`src/rtl/soc_system_pio_pkg.sv`:
```
// Shared constants for the soc_system GPIO PIO: register word offsets and
// the edge-detect / interrupt mode encodings used as parameter values.
package soc_system_pio_pkg;

  // Register word offsets on the lightweight Avalon-MM bus.
  localparam logic [2:0] ADDR_DATA = 3'd0;
  localparam logic [2:0] ADDR_DIR  = 3'd1;
  localparam logic [2:0] ADDR_MASK = 3'd2;
  localparam logic [2:0] ADDR_EDGE = 3'd3;
  localparam logic [2:0] ADDR_SET  = 3'd4;
  localparam logic [2:0] ADDR_CLR  = 3'd5;

  // EDGE_TYPE encodings.
  localparam int EDGE_NONE = 0;
  localparam int EDGE_RISE = 1;
  localparam int EDGE_FALL = 2;
  localparam int EDGE_ANY  = 3;

  // IRQ_TYPE encodings.
  localparam int IRQ_NONE  = 0;
  localparam int IRQ_LEVEL = 1;
  localparam int IRQ_EDGE  = 2;

endpackage

```
`src/rtl/soc_system_pio_sync.sv`:
```
// Input path of the GPIO PIO: a SYNC_STAGES-deep synchroniser per pin,
// followed by one history flop used to detect edges on the synchronised value.
module soc_system_pio_sync
  import soc_system_pio_pkg::*;
#(
  parameter int WIDTH       = 3,
  parameter int SYNC_STAGES = 2,
  parameter int EDGE_TYPE   = EDGE_RISE
) (
  input  logic             clk,
  input  logic             reset_n,
  input  logic [WIDTH-1:0] in_port,
  output logic [WIDTH-1:0] sync_in,
  output logic [WIDTH-1:0] edge_pulse
);

  logic [WIDTH-1:0] stage_q [SYNC_STAGES];
  logic [WIDTH-1:0] hist_q;

  // Synchroniser chain plus history flop; all cleared by reset.
  always_ff @(posedge clk or negedge reset_n) begin
    if (!reset_n) begin
      for (int i = 0; i < SYNC_STAGES; i++) stage_q[i] <= '0;
      hist_q <= '0;
    end else begin
      stage_q[0] <= in_port;
      for (int i = 1; i < SYNC_STAGES; i++) stage_q[i] <= stage_q[i-1];
      hist_q <= stage_q[SYNC_STAGES-1];
    end
  end

  assign sync_in = stage_q[SYNC_STAGES-1];

  // One-cycle edge pulse from the last sync stage against its history.
  always_comb begin
    edge_pulse = '0;
    case (EDGE_TYPE)
      EDGE_RISE: edge_pulse = sync_in & ~hist_q;
      EDGE_FALL: edge_pulse = ~sync_in & hist_q;
      EDGE_ANY:  edge_pulse = sync_in ^ hist_q;
      default:   edge_pulse = '0;
    endcase
  end

endmodule

```
`src/rtl/soc_system_gpio_pio.sv`:
```
// Parametrised GPIO controller on the HPS-to-FPGA lightweight Avalon-MM bus:
// output data with atomic set/clear, per-bit direction, synchronised inputs
// with edge capture, and a maskable interrupt.
//
// Bus handshake: there is no backpressure. A write is accepted at any rising
// edge where chipselect=1 and write_n=0; a read is combinational and valid in
// the same cycle the address is presented with chipselect asserted.
module soc_system_gpio_pio
  import soc_system_pio_pkg::*;
#(
  parameter int               WIDTH       = 3,
  parameter logic [WIDTH-1:0] RESET_VALUE = '0,
  parameter int               EDGE_TYPE   = EDGE_RISE,
  parameter int               IRQ_TYPE    = IRQ_EDGE,
  parameter int               SYNC_STAGES = 2
) (
  input  logic             clk,
  input  logic             reset_n,
  input  logic [2:0]       address,
  input  logic             chipselect,
  input  logic             write_n,
  input  logic [31:0]      writedata,
  output logic [31:0]      readdata,
  input  logic [WIDTH-1:0] in_port,
  output logic [WIDTH-1:0] out_port,
  output logic [WIDTH-1:0] port_oe,
  output logic             irq
);

  logic [WIDTH-1:0] data_q, data_d;
  logic [WIDTH-1:0] dir_q,  dir_d;
  logic [WIDTH-1:0] mask_q, mask_d;
  logic [WIDTH-1:0] edge_q, edge_d;
  logic [WIDTH-1:0] sync_in;
  logic [WIDTH-1:0] edge_pulse;
  logic [WIDTH-1:0] wdata;
  logic [WIDTH-1:0] rd_val;
  logic             wr_en;
  logic             unused_wdata;

  assign wr_en = chipselect & ~write_n;
  assign wdata = writedata[WIDTH-1:0];
  // Bits above WIDTH-1 are deliberately ignored.
  assign unused_wdata = ^writedata;

  soc_system_pio_sync #(
    .WIDTH       (WIDTH),
    .SYNC_STAGES (SYNC_STAGES),
    .EDGE_TYPE   (EDGE_TYPE)
  ) u_sync (
    .clk        (clk),
    .reset_n    (reset_n),
    .in_port    (in_port),
    .sync_in    (sync_in),
    .edge_pulse (edge_pulse)
  );

  // Next-state for data_out: plain load, atomic OR-set and AND-NOT-clear.
  always_comb begin
    data_d = data_q;
    if (wr_en) begin
      case (address)
        ADDR_DATA: data_d = wdata;
        ADDR_SET:  data_d = data_q | wdata;
        ADDR_CLR:  data_d = data_q & ~wdata;
        default:   data_d = data_q;
      endcase
    end
  end

  // Next-state for direction and mask; the mask is inert without an irq mode.
  always_comb begin
    dir_d  = dir_q;
    mask_d = mask_q;
    if (wr_en && address == ADDR_DIR) dir_d = wdata;
    if (wr_en && address == ADDR_MASK && IRQ_TYPE != IRQ_NONE) mask_d = wdata;
  end

  // Edge capture: write-1-to-clear first, then OR in new edges so a set wins.
  always_comb begin
    edge_d = edge_q;
    if (wr_en && address == ADDR_EDGE) edge_d = edge_q & ~wdata;
    edge_d = edge_d | edge_pulse;
    if (EDGE_TYPE == EDGE_NONE) edge_d = '0;
  end

  // Register bank; reset drops every register, including pending captures.
  always_ff @(posedge clk or negedge reset_n) begin
    if (!reset_n) begin
      data_q <= RESET_VALUE;
      dir_q  <= '0;
      mask_q <= '0;
      edge_q <= '0;
    end else begin
      data_q <= data_d;
      dir_q  <= dir_d;
      mask_q <= mask_d;
      edge_q <= edge_d;
    end
  end

  assign out_port = data_q;
  assign port_oe  = dir_q;

  // Read mux: zero wait states, unused bits and unmapped offsets read as 0.
  always_comb begin
    rd_val = '0;
    case (address)
      ADDR_DATA: rd_val = (data_q & dir_q) | (sync_in & ~dir_q);
      ADDR_DIR:  rd_val = dir_q;
      ADDR_MASK: rd_val = mask_q;
      ADDR_EDGE: rd_val = edge_q;
      default:   rd_val = '0;
    endcase
    readdata = '0;
    readdata[WIDTH-1:0] = rd_val;
  end

  // Interrupt from registered state only; no combinational path from the bus.
  always_comb begin
    irq = 1'b0;
    case (IRQ_TYPE)
      IRQ_LEVEL: irq = |(sync_in & mask_q);
      IRQ_EDGE:  irq = |(edge_q & mask_q);
      default:   irq = 1'b0;
    endcase
  end

endmodule
```
`config.mk`:
```
export PLATFORM = sky130hd
export DESIGN_NAME = soc_system_gpio_pio
export DESIGN_NICKNAME = d
export VERILOG_FILES = /design/src/rtl/soc_system_pio_pkg.sv /design/src/rtl/soc_system_pio_sync.sv /design/src/rtl/soc_system_gpio_pio.sv
export SDC_FILE = /design/constraint.sdc
export NUM_CORES = 1
export LEC_CHECK = 0
export ABC_AREA = 1
export CORE_MARGIN = 2
export CORE_UTILIZATION = 35
export CTS_CLUSTER_DIAMETER = 150
export DETAILED_ROUTE_END_ITERATION = 7
export PLACE_DENSITY_LB_ADDON = 0.2
export SLEW_MARGIN = 20
export SYNTH_ARGS = -nofsm -noshare
export SYNTH_HDL_FRONTEND = slang
export SYNTH_SLANG_ARGS = --single-unit
```
`constraint.sdc`:
```
create_clock -name clk -period 1.1 [get_ports clk]
set_input_delay 0.33 -clock clk [delete_from_list [all_inputs] [get_ports clk]]
set_output_delay 0.33 -clock clk [all_outputs]
set_load 0.1 [all_outputs]
```
==> impl_metrics.yaml, run 1 <==
status:
  status: "finished, violations left"
  failed_checks: "negative setup slack"
clock_tree:
  cts.sinks: 21
  path_clk_slew_ps: 120
  cts_tree: "built"
  h-tree-depth: 1
  clock-root-buffer: "clkbuf_4"
  holdBufCountCts: 0
  clock_tree.buffer_depth: 2
  cts_made_buffers: 3
  clock_latency_ps: 300
yosys:
  syn_area_sq_mm: 0.00117
  yosys_register_bits: 21
  synth_top_cell_by_area: "dfrtp_1"
  avgSynthCellArea_sq_um: 8.40
  synth_cell_type_count: 20
  netlist_top_cells_area: "dfrtp_1, buf_4, nand2_1"
  synthCells: 139
  ys_warn_count: 0
  ys_seq_area_share_pct: 45.0
  yosysTopAreaCellShare_pct: 45.0
pwr:
  pwr-share-comb_pct: 57.2
  clockPowerShare_pct: 12.0
  p_sw_mw: 1.58
  peakVddDrop_mv: 1.12
  power_density_mw_per_mm2: 1830
  intPower_mw: 1.59
  swShare_pct: 49.7
  leakagePower_nw: 0.826
  pwr-share-seq_pct: 30.8
detailed_routing:
  drtAntennaViolNets: 0
  wl_per_cell_um: 10.2
  drt_pass1_iterations: 4
  vias: 941
  vias_per_cell: 4.11
  drt_iter0_drc: 22
  drc: 0
  wirelength_um: 2340
worst_setup_path:
  crit_path_end_kind: "output port"
  critPathBufInv: 1
  worstPathCellList: "nand2_2 -> o21ai_2 -> nand2_1 -> nand4_1 -> buf_12"
  worstPathMaxFanout: 4
  critPathLaunchType: "flop"
  cp_top_family: "flip-flops"
  cp.arrival_ps: 1380
  cp_slowest_cell: "dfrtp_4"
  r2r_setup_slack_ps: -40
  path_depth: 5
  cpPeakStageDelay_ps: 520
  worstSetupPathType: "reg -> out"
  cp.required_ps: 770
  reg2regPathDepth: 7
sta:
  setup_tns_ps: -4670
  fmax_mhz: 583
  fin_crit_sh_pct: 156
  worst_slack_ps: -614
  period_needed_ps: 1710
  drv_slew: 0
  grt_setup_unrepaired: "yes"
  fin_skew_ps: 3.10
  setup_viol: 11
  hold_viol: 0
hold_path:
  hp-class: "in -> async"
die:
  die-area_sq_mm: 0.00381
  die_x_um: 61.8
  core_sq_mm: 0.00310
  ios: 81
  num_rows: 20
  die_h_um: 61.8
  initial_core_util_pct: 37.6
grt:
  antenna_found_initial: 0
  grt_pass1_vias: 919
  grt_start_max_net_pins: 22
  grt_usage_pct: 14.5
  overflow: 0
  grt_pass1_wl_um: 4060
final_layout:
  final_util_pct: 55.8
  area_delta_synth_final_pct: 48.4
  final_nets: 228
  num_antenna_cells: 0
  n_fill_cell: 273
  drive_above_1_share_pct: 37.3
place:
  place_hpwl_um: 1890
  numPortBuffers: 22
  finalWeightedCongestion: 0.808
flow_run:
  drv_cap: 0
==> kinds of logic (layout without fill, tap and decap cells) <==
group	Yosys count	in the layout	share of synthesized area, %
flops	21	21	45.0
other cells	1	29	0.321
compound gates	15	15	6.43
simple gates	61	61	25.7
buf+inv	41	59	22.5
==> repair_timing <==
item,in CTS,in global routing
endpoints found under the setup margin,22,18
pin swaps,5,5
buffers inserted,5,4
resized for setup,19,12
==> worst reg2reg max path, stage by stage (launching register included) <==
cell and delay (ps):
dfrtp_4 500, buf_4 140, buf_4 130, buf_6 110
inv_1 40, nand2_1 50, nand2_1 50, inv_1 40
==> cell usage after synthesis, drive strengths merged <==
library cell and instances:
clkinv 1, inv 11, nor3 2, o21ai 14, or2 3, buf 29
nand3 6, a21oi 1, nand2 39, nor2 7, nand4 4, conb 1
dfrtp 21
==> power groups by stage <==
stage / Combinational, mW / Sequential (mW) / Clock (mW)
after floorplan: 0.888 / 1.32 / 0
after global placement: 1.70 / 0.973 / 0
after detailed placement: 1.70 / 0.975 / 0
after CTS: 1.78 / 0.968 / 0.399
after global routing: 1.89 / 0.989 / 0.439
final: 1.81 / 0.977 / 0.379
==> flip-flops by register name (all words and copies together), names as in the netlist <==
| name | count |
|---|---|
| u_sync.sync_in | 3 |
| edge_q | 3 |
| out_port | 3 |
| u_sync.stage_q | 3 |
| u_sync.hist_q | 3 |
| port_oe | 3 |
| mask_q | 3 |
==> cell type report <==
type	count	area [sq um]	area share, %
sequential	21	548	31.6
multi-input combinational	105	542	31.3
timing repair buffer	43	510	29.5
tap	44	55.1	3.18
inverter	12	47.5	2.74
clock buffer	3	22.5	1.30
clock inverter	1	7.51	0.433
==> final timing paths <==
path | startpoint | to
min in group clk | u_sync.stage_q[5] | u_sync.sync_in[2]
setup / recovery | port_oe[0] | readdata[0]
hold reg to reg | u_sync.stage_q[5] | u_sync.sync_in[2]
max in group asynchronous | reset_n | out_port[0]
hold / removal | reset_n | u_sync.hist_q[2]
setup reg to reg | out_port[0] | out_port[0]
==> layout by cell type, fill, tap and decap left out <==
master           Yosys  final
nand2_2              3      6
nand2_1             35     31
clkdlybuf4s15_2      0      2
clkbuf_4             0      3
a21oi_1              1      1
clkdlybuf4s50_1      0      9
nor2_1               4      4
clkbuf_2             0      1
inv_4                0      1
nand2_4              1      2
nand3_4              0      1
buf_12               0     11
o21ai_1             11     10
or2_2                3      3
nand3_1              6      4
o21ai_2              0      4
buf_4               29     14
nor3_2               0      1
buf_6                0      6
nand4_1              4      4
inv_2                2      2
clkinvlp_4           0      1
nand3_2              0      1
nor3_4               1      1
conb_1               1     29
dfrtp_1             21     15
dfrtp_4              0      6
inv_1                9      9
nor2_4               2      3
==> through the flow <==
step | cells | power (mW) | cell area (sq um) | setup WS, ps | hold WS (ps)
2_1_floorplan | 167 | 2.21 | 1310 | -957 | 34.4
4_1_cts | 227 | 3.15 | 1690 | -616 | 339
6_report | 229 | 3.17 | 1730 | -614 | 348
3_3_place_gp | 219 | 2.67 | 1590 | -886 | 333
5_1_grt | 229 | 3.32 | 1730 | -691 | 331
3_5_place_dp | 219 | 2.68 | 1590 | -966 | 335
==> per-layer routing <==
| metal | share of wire (%) | vias to the layer above | GRT usage (%) |
|---|---|---|---|
| li1 | - | 475 | - |
| met1 | 47 | 421 | 20.6 |
| met2 | 47 | 43 | 22.9 |
| met3 | 5.4 | 2 | 3.93 |
| met4 | 0.68 | 0 | 2.43 |
| met5 | 0 | - | 0 |
Power figures use the tool's default switching activity.
==> run 2, diff against run 1 <==
CORE_UTILIZATION = 37   (was 35)
GPL_TIMING_DRIVEN = 1   (was unset)
TNS_END_PERCENT = 50   (was unset)
clock period = 2 ns   (was 1.1 ns; I/O delays follow)
==> impl_metrics.yaml, run 2 (same netlist as run 1, synthesis figures left out) <==
final_layout:
  area_delta_synth_final_pct: 37.5
  stdcell_count: 221
  final_util_pct: 53.0
  mostFrequentLayoutCells: "nand2_1, conb_1, dfrtp_1"
  final_nets: 220
  final_common_cell: "nand2_1"
  drive_above_1_share_pct: 28.2
  num_antenna_cells: 0
worst_setup_path:
  crit_path_end_kind: "output port"
  cpPeakStageDelay_ps: 200
  cp.required_ps: 1400
  worstSetupPathType: "in -> out"
  cp.arrival_ps: 1490
  critPathMostFrequentCell: "buf_6"
  worstPathCellList: "buf_6 -> buf_6 -> inv_6 -> nand2_8 -> nor2_4 -> nand2_1 -> nand4_1 -> buf_12"
  critPathLaunchType: "primary input"
  worstPathMaxFanout: 4
  cp_slowest_cell: "buf_12"
  reg2regPathDepth: 3
place:
  place_hpwl_um: 1770
  place_ws_ps: -520
  finalWeightedCongestion: 0.724
  numPortBuffers: 22
  dp.cells: 214
sta:
  fin_crit_sh_pct: 105
  hold_viol: 0
  grt_setup_unrepaired: "yes"
  setup_viol: 3
  fmax_mhz: 478
  worst_slack_ps: -93.6
  period_needed_ps: 2090
  drv_slew: 0
  fin_skew_ps: 13.9
clock_tree:
  path_clk_slew_ps: 120
  holdBufCountCts: 0
  cts.sinks: 21
  cts_made_buffers: 3
  h-tree-depth: 1
  clock_tree.buffer_depth: 2
  clock_latency_ps: 310
  cts_tree: "built"
  clock-root-buffer: "clkbuf_4"
die:
  ios: 81
  initial_core_util_pct: 38.6
  num_rows: 20
  die_h_um: 60.2
  core_sq_mm: 0.00303
  die-area_sq_mm: 0.00362
  die_x_um: 60.2
detailed_routing:
  drc: 0
  drtAntennaViolNets: 0
  drt_pass1_iterations: 4
  vias_per_cell: 4.32
  drt_iter0_drc: 15
  vias: 954
  wl_per_cell_um: 10.4
  wirelength_um: 2290
pwr:
  leakagePower_nw: 0.752
  swShare_pct: 50.8
  peakVddDrop_mv: 0.493
  p_sw_mw: 0.826
  power_density_mw_per_mm2: 1010
  intPower_mw: 0.799
  pwr-share-seq_pct: 33.6
  clockPowerShare_pct: 12.8
  pwr-share-comb_pct: 53.6
status:
  status: "finished, violations left"
  failed_checks: "negative setup slack"
grt:
  grt_start_max_net_pins: 22
  grt_usage_pct: 13.9
  grt_pass1_wl_um: 3620
  antenna_found_initial: 0
  grt_pass1_vias: 802
  overflow: 0
hold_path:
  hp-class: "reg -> reg"
  hold_depth: 0
flow_run:
  drv_cap: 0
## run 2: cell types whose count changed in the layout (fill, tap and decap cells not counted), sizes merged
cell | before | now
inv | 12 | 11
clkbuf | 4 | 3
clkdlybuf4s15 | 2 | 0
clkinv | 0 | 1
buf | 31 | 26
## run 2: area by class of cell
class | instances | area [sq um]
sequential | 21 | 548
clock buffer | 3 | 22.5
inverter | 12 | 52.6
multi-input combinational | 105 | 498
tap | 44 | 55.1
fill | 280 | 1420
clock inverter | 1 | 7.51
timing repair buffer | 35 | 422
## run 2: worst max-delay path: cells and delay by family
kind | cells | cell delay [ps]
buf+inv | 4 | 480
simple gates | 4 | 410
## run 2: worst paths after layout
path / end / startpoint / slack [ps]
hold reg to reg: u_sync.sync_in[1] / u_sync.stage_q[4] / 360
setup reg to reg: edge_q[2] / u_sync.sync_in[2] / 1190
hold / removal: u_sync.sync_in[1] / u_sync.stage_q[4] / 360
max in group asynchronous: port_oe[0] / reset_n / 1130
setup / recovery: readdata[0] / address[2] / -90
min in group asynchronous: port_oe[2] / reset_n / 610
## run 2: timing repair
| action | CTS | global route |
|---|---|---|
| endpoints found under the setup margin | 3 | 3 |
| gates cloned | 0 | 0 |
| gates resized for setup | 21 | 0 |
| pin swaps | 9 | 0 |
| setup buffers | 3 | 0 |
## run 2: power groups by stage
stage | registers (mW) | clock network [mW] | logic [mW]
6_report | 0.546 | 0.208 | 0.870
5_1_grt | 0.555 | 0.239 | 0.904
4_1_cts | 0.547 | 0.220 | 0.873
3_5_place_dp | 0.555 | 0 | 0.863
3_3_place_gp | 0.554 | 0 | 0.860
2_1_floorplan | 0.726 | 0 | 0.477
## run 2: metrics by stage
step	hold WS, ps	area, sq um	TNS, ps	power [mW]
floorplan	304	1300	-979	1.20
global placement	333	1530	-1520	1.41
detailed placement	336	1530	-1570	1.42
CTS	366	1610	-198	1.64
global route	381	1610	-377	1.70
finish	362	1610	-212	1.62
## run 2: routing by layer
layer | up-vias | global-route usage (%) | part of all wire [%]
met5 | - | 0 | 0
met4 | 0 | 5.71 | 1.4
met3 | 4 | 2.60 | 6.2
met2 | 40 | 22.4 | 50
met1 | 455 | 18.4 | 43
li1 | 455 | - | -
==> run 3, diff against run 2 <==
GPL_TIMING_DRIVEN = 0   (was 1)
==> impl_metrics.yaml, run 3 (same netlist as run 1, synthesis figures left out) <==
grt:
  grt_usage_pct: 14.9
  grt_start_max_net_pins: 22
  overflow: 0
  grt_pass1_vias: 876
  antenna_found_initial: 0
  grt_pass1_wl_um: 3840
flow_run:
  drv_cap: 0
detailed_routing:
  vias: 1002
  wl_per_cell_um: 10.0
  drt_pass1_iterations: 4
  wirelength_um: 2420
  drc: 0
  drtAntennaViolNets: 0
  drt_iter0_drc: 21
  vias_per_cell: 4.16
clock_tree:
  clock_tree.buffer_depth: 2
  cts_made_buffers: 3
  cts_tree: "built"
  clock_latency_ps: 310
  cts.sinks: 21
  h-tree-depth: 1
  holdBufCountCts: 0
  path_clk_slew_ps: 110
  clock-root-buffer: "clkbuf_4"
pwr:
  peakVddDrop_mv: 0.440
  power_density_mw_per_mm2: 908
  leakagePower_nw: 0.847
  p_total_mw: 1.56
final_layout:
  area_delta_synth_final_pct: 47.1
  mostFrequentLayoutCells: "nand2_1, buf_4, conb_1"
  final_util_pct: 56.7
  final_common_cell: "nand2_1"
  num_antenna_cells: 0
  final_area_sq_mm: 0.00172
  final_nets: 240
  stdcell_count: 241
  drive_above_1_share_pct: 35.0
sta:
  tightest_slew_ps: 939
  worst_slack_ps: -14.7
  fmax_mhz: 496
  period_needed_ps: 2010
  setup_viol: 3
  fin_crit_sh_pct: 101
  drv_slew: 0
  fin_skew_ps: 1.68
  grt_setup_unrepaired: "yes"
  setup_tns_ps: -28.1
  hold_viol: 0
  slew_headroom_pct: 37.2
place:
  numPortBuffers: 22
  dpl-instance-area_sq_mm: 0.00158
  dp.cells: 233
  finalWeightedCongestion: 0.752
  place_hpwl_um: 1810
die:
  die_x_um: 60.2
  die-area_sq_mm: 0.00362
  initial_core_util_pct: 38.6
  core_sq_mm: 0.00303
  num_rows: 20
  ios: 81
  die_h_um: 60.2
hold_path:
  hp-class: "reg -> reg"
  hold_depth: 0
worst_setup_path:
  worstSetupPathType: "in -> out"
  cp.arrival_ps: 1410
  cp.required_ps: 1400
  worstPathMaxFanout: 4
  crit_path_end_kind: "output port"
  reg2regPathDepth: 3
  r2r_setup_slack_ps: 1180
  critPathLaunchType: "primary input"
status:
  failed_checks: "negative setup slack"
  status: "finished, violations left"
run 3: changes by cell type in the layout (fill, tap and decap cells not counted), moves of 2 or more:
| cell | previous run | this run |
|---|---|---|
| buf_12 | 10 | 3 |
| buf_4 | 13 | 31 |
| buf_8 | 0 | 3 |
| clkdlybuf4s15_2 | 0 | 6 |
| inv_8 | 0 | 2 |
run 3: routing by layer:
| metal | vias to the layer above | share of wire [%] | GRT usage [%] |
|---|---|---|---|
| li1 | 496 | - | - |
| met1 | 452 | 38 | 17.7 |
| met2 | 49 | 51 | 25.0 |
| met3 | 5 | 8.2 | 2.81 |
| met4 | 0 | 2.1 | 8.25 |
| met5 | - | 0 | 0 |
run 3: what timing repair did:
action                     in CTS  in global routing
buffers inserted                4                  0
resized for setup              80                  0
setup endpoints to repair      10                  3
pin swaps                      11                  1
run 3: final timing paths:
kind,from,end
hold reg to reg,u_sync.stage_q[4],u_sync.sync_in[1]
min in group asynchronous,reset_n,u_sync.stage_q[4]
setup / recovery,address[1],readdata[2]
hold / removal,u_sync.stage_q[4],u_sync.sync_in[1]
setup reg to reg,u_sync.sync_in[1],edge_q[1]
max in group asynchronous,reset_n,port_oe[1]
run 3: worst max-delay path, cell delays in order:
cell     delay (ps)
buf_12          100
inv_8            40
nor3_4          260
nand2_1          90
nand4_1         120
buf_8           210
run 3: power by group:
group	total, mW	switching (mW)	internal, mW
clock network	0.208	0.130	0.0780
registers	0.532	0.0414	0.491
logic	0.819	0.642	0.177
total	1.56	0.814	0.745
run 3: area by class of cell:
type	count	area [sq um]
inverter	12	60.1
timing repair buffer	26	305
fill	274	1310
clock buffer	4	26.3
sequential	21	548
buffer	29	218
multi-input combinational	105	504
tap	44	55.1
run 3: metrics by stage:
step | setup WS (ps) | hold WS, ps
finish | -14.7 | 363
global route | -60.1 | 372
CTS | -11.6 | 368
detailed placement | -1570 | 337
global placement | -1570 | 333
floorplan | -327 | 304
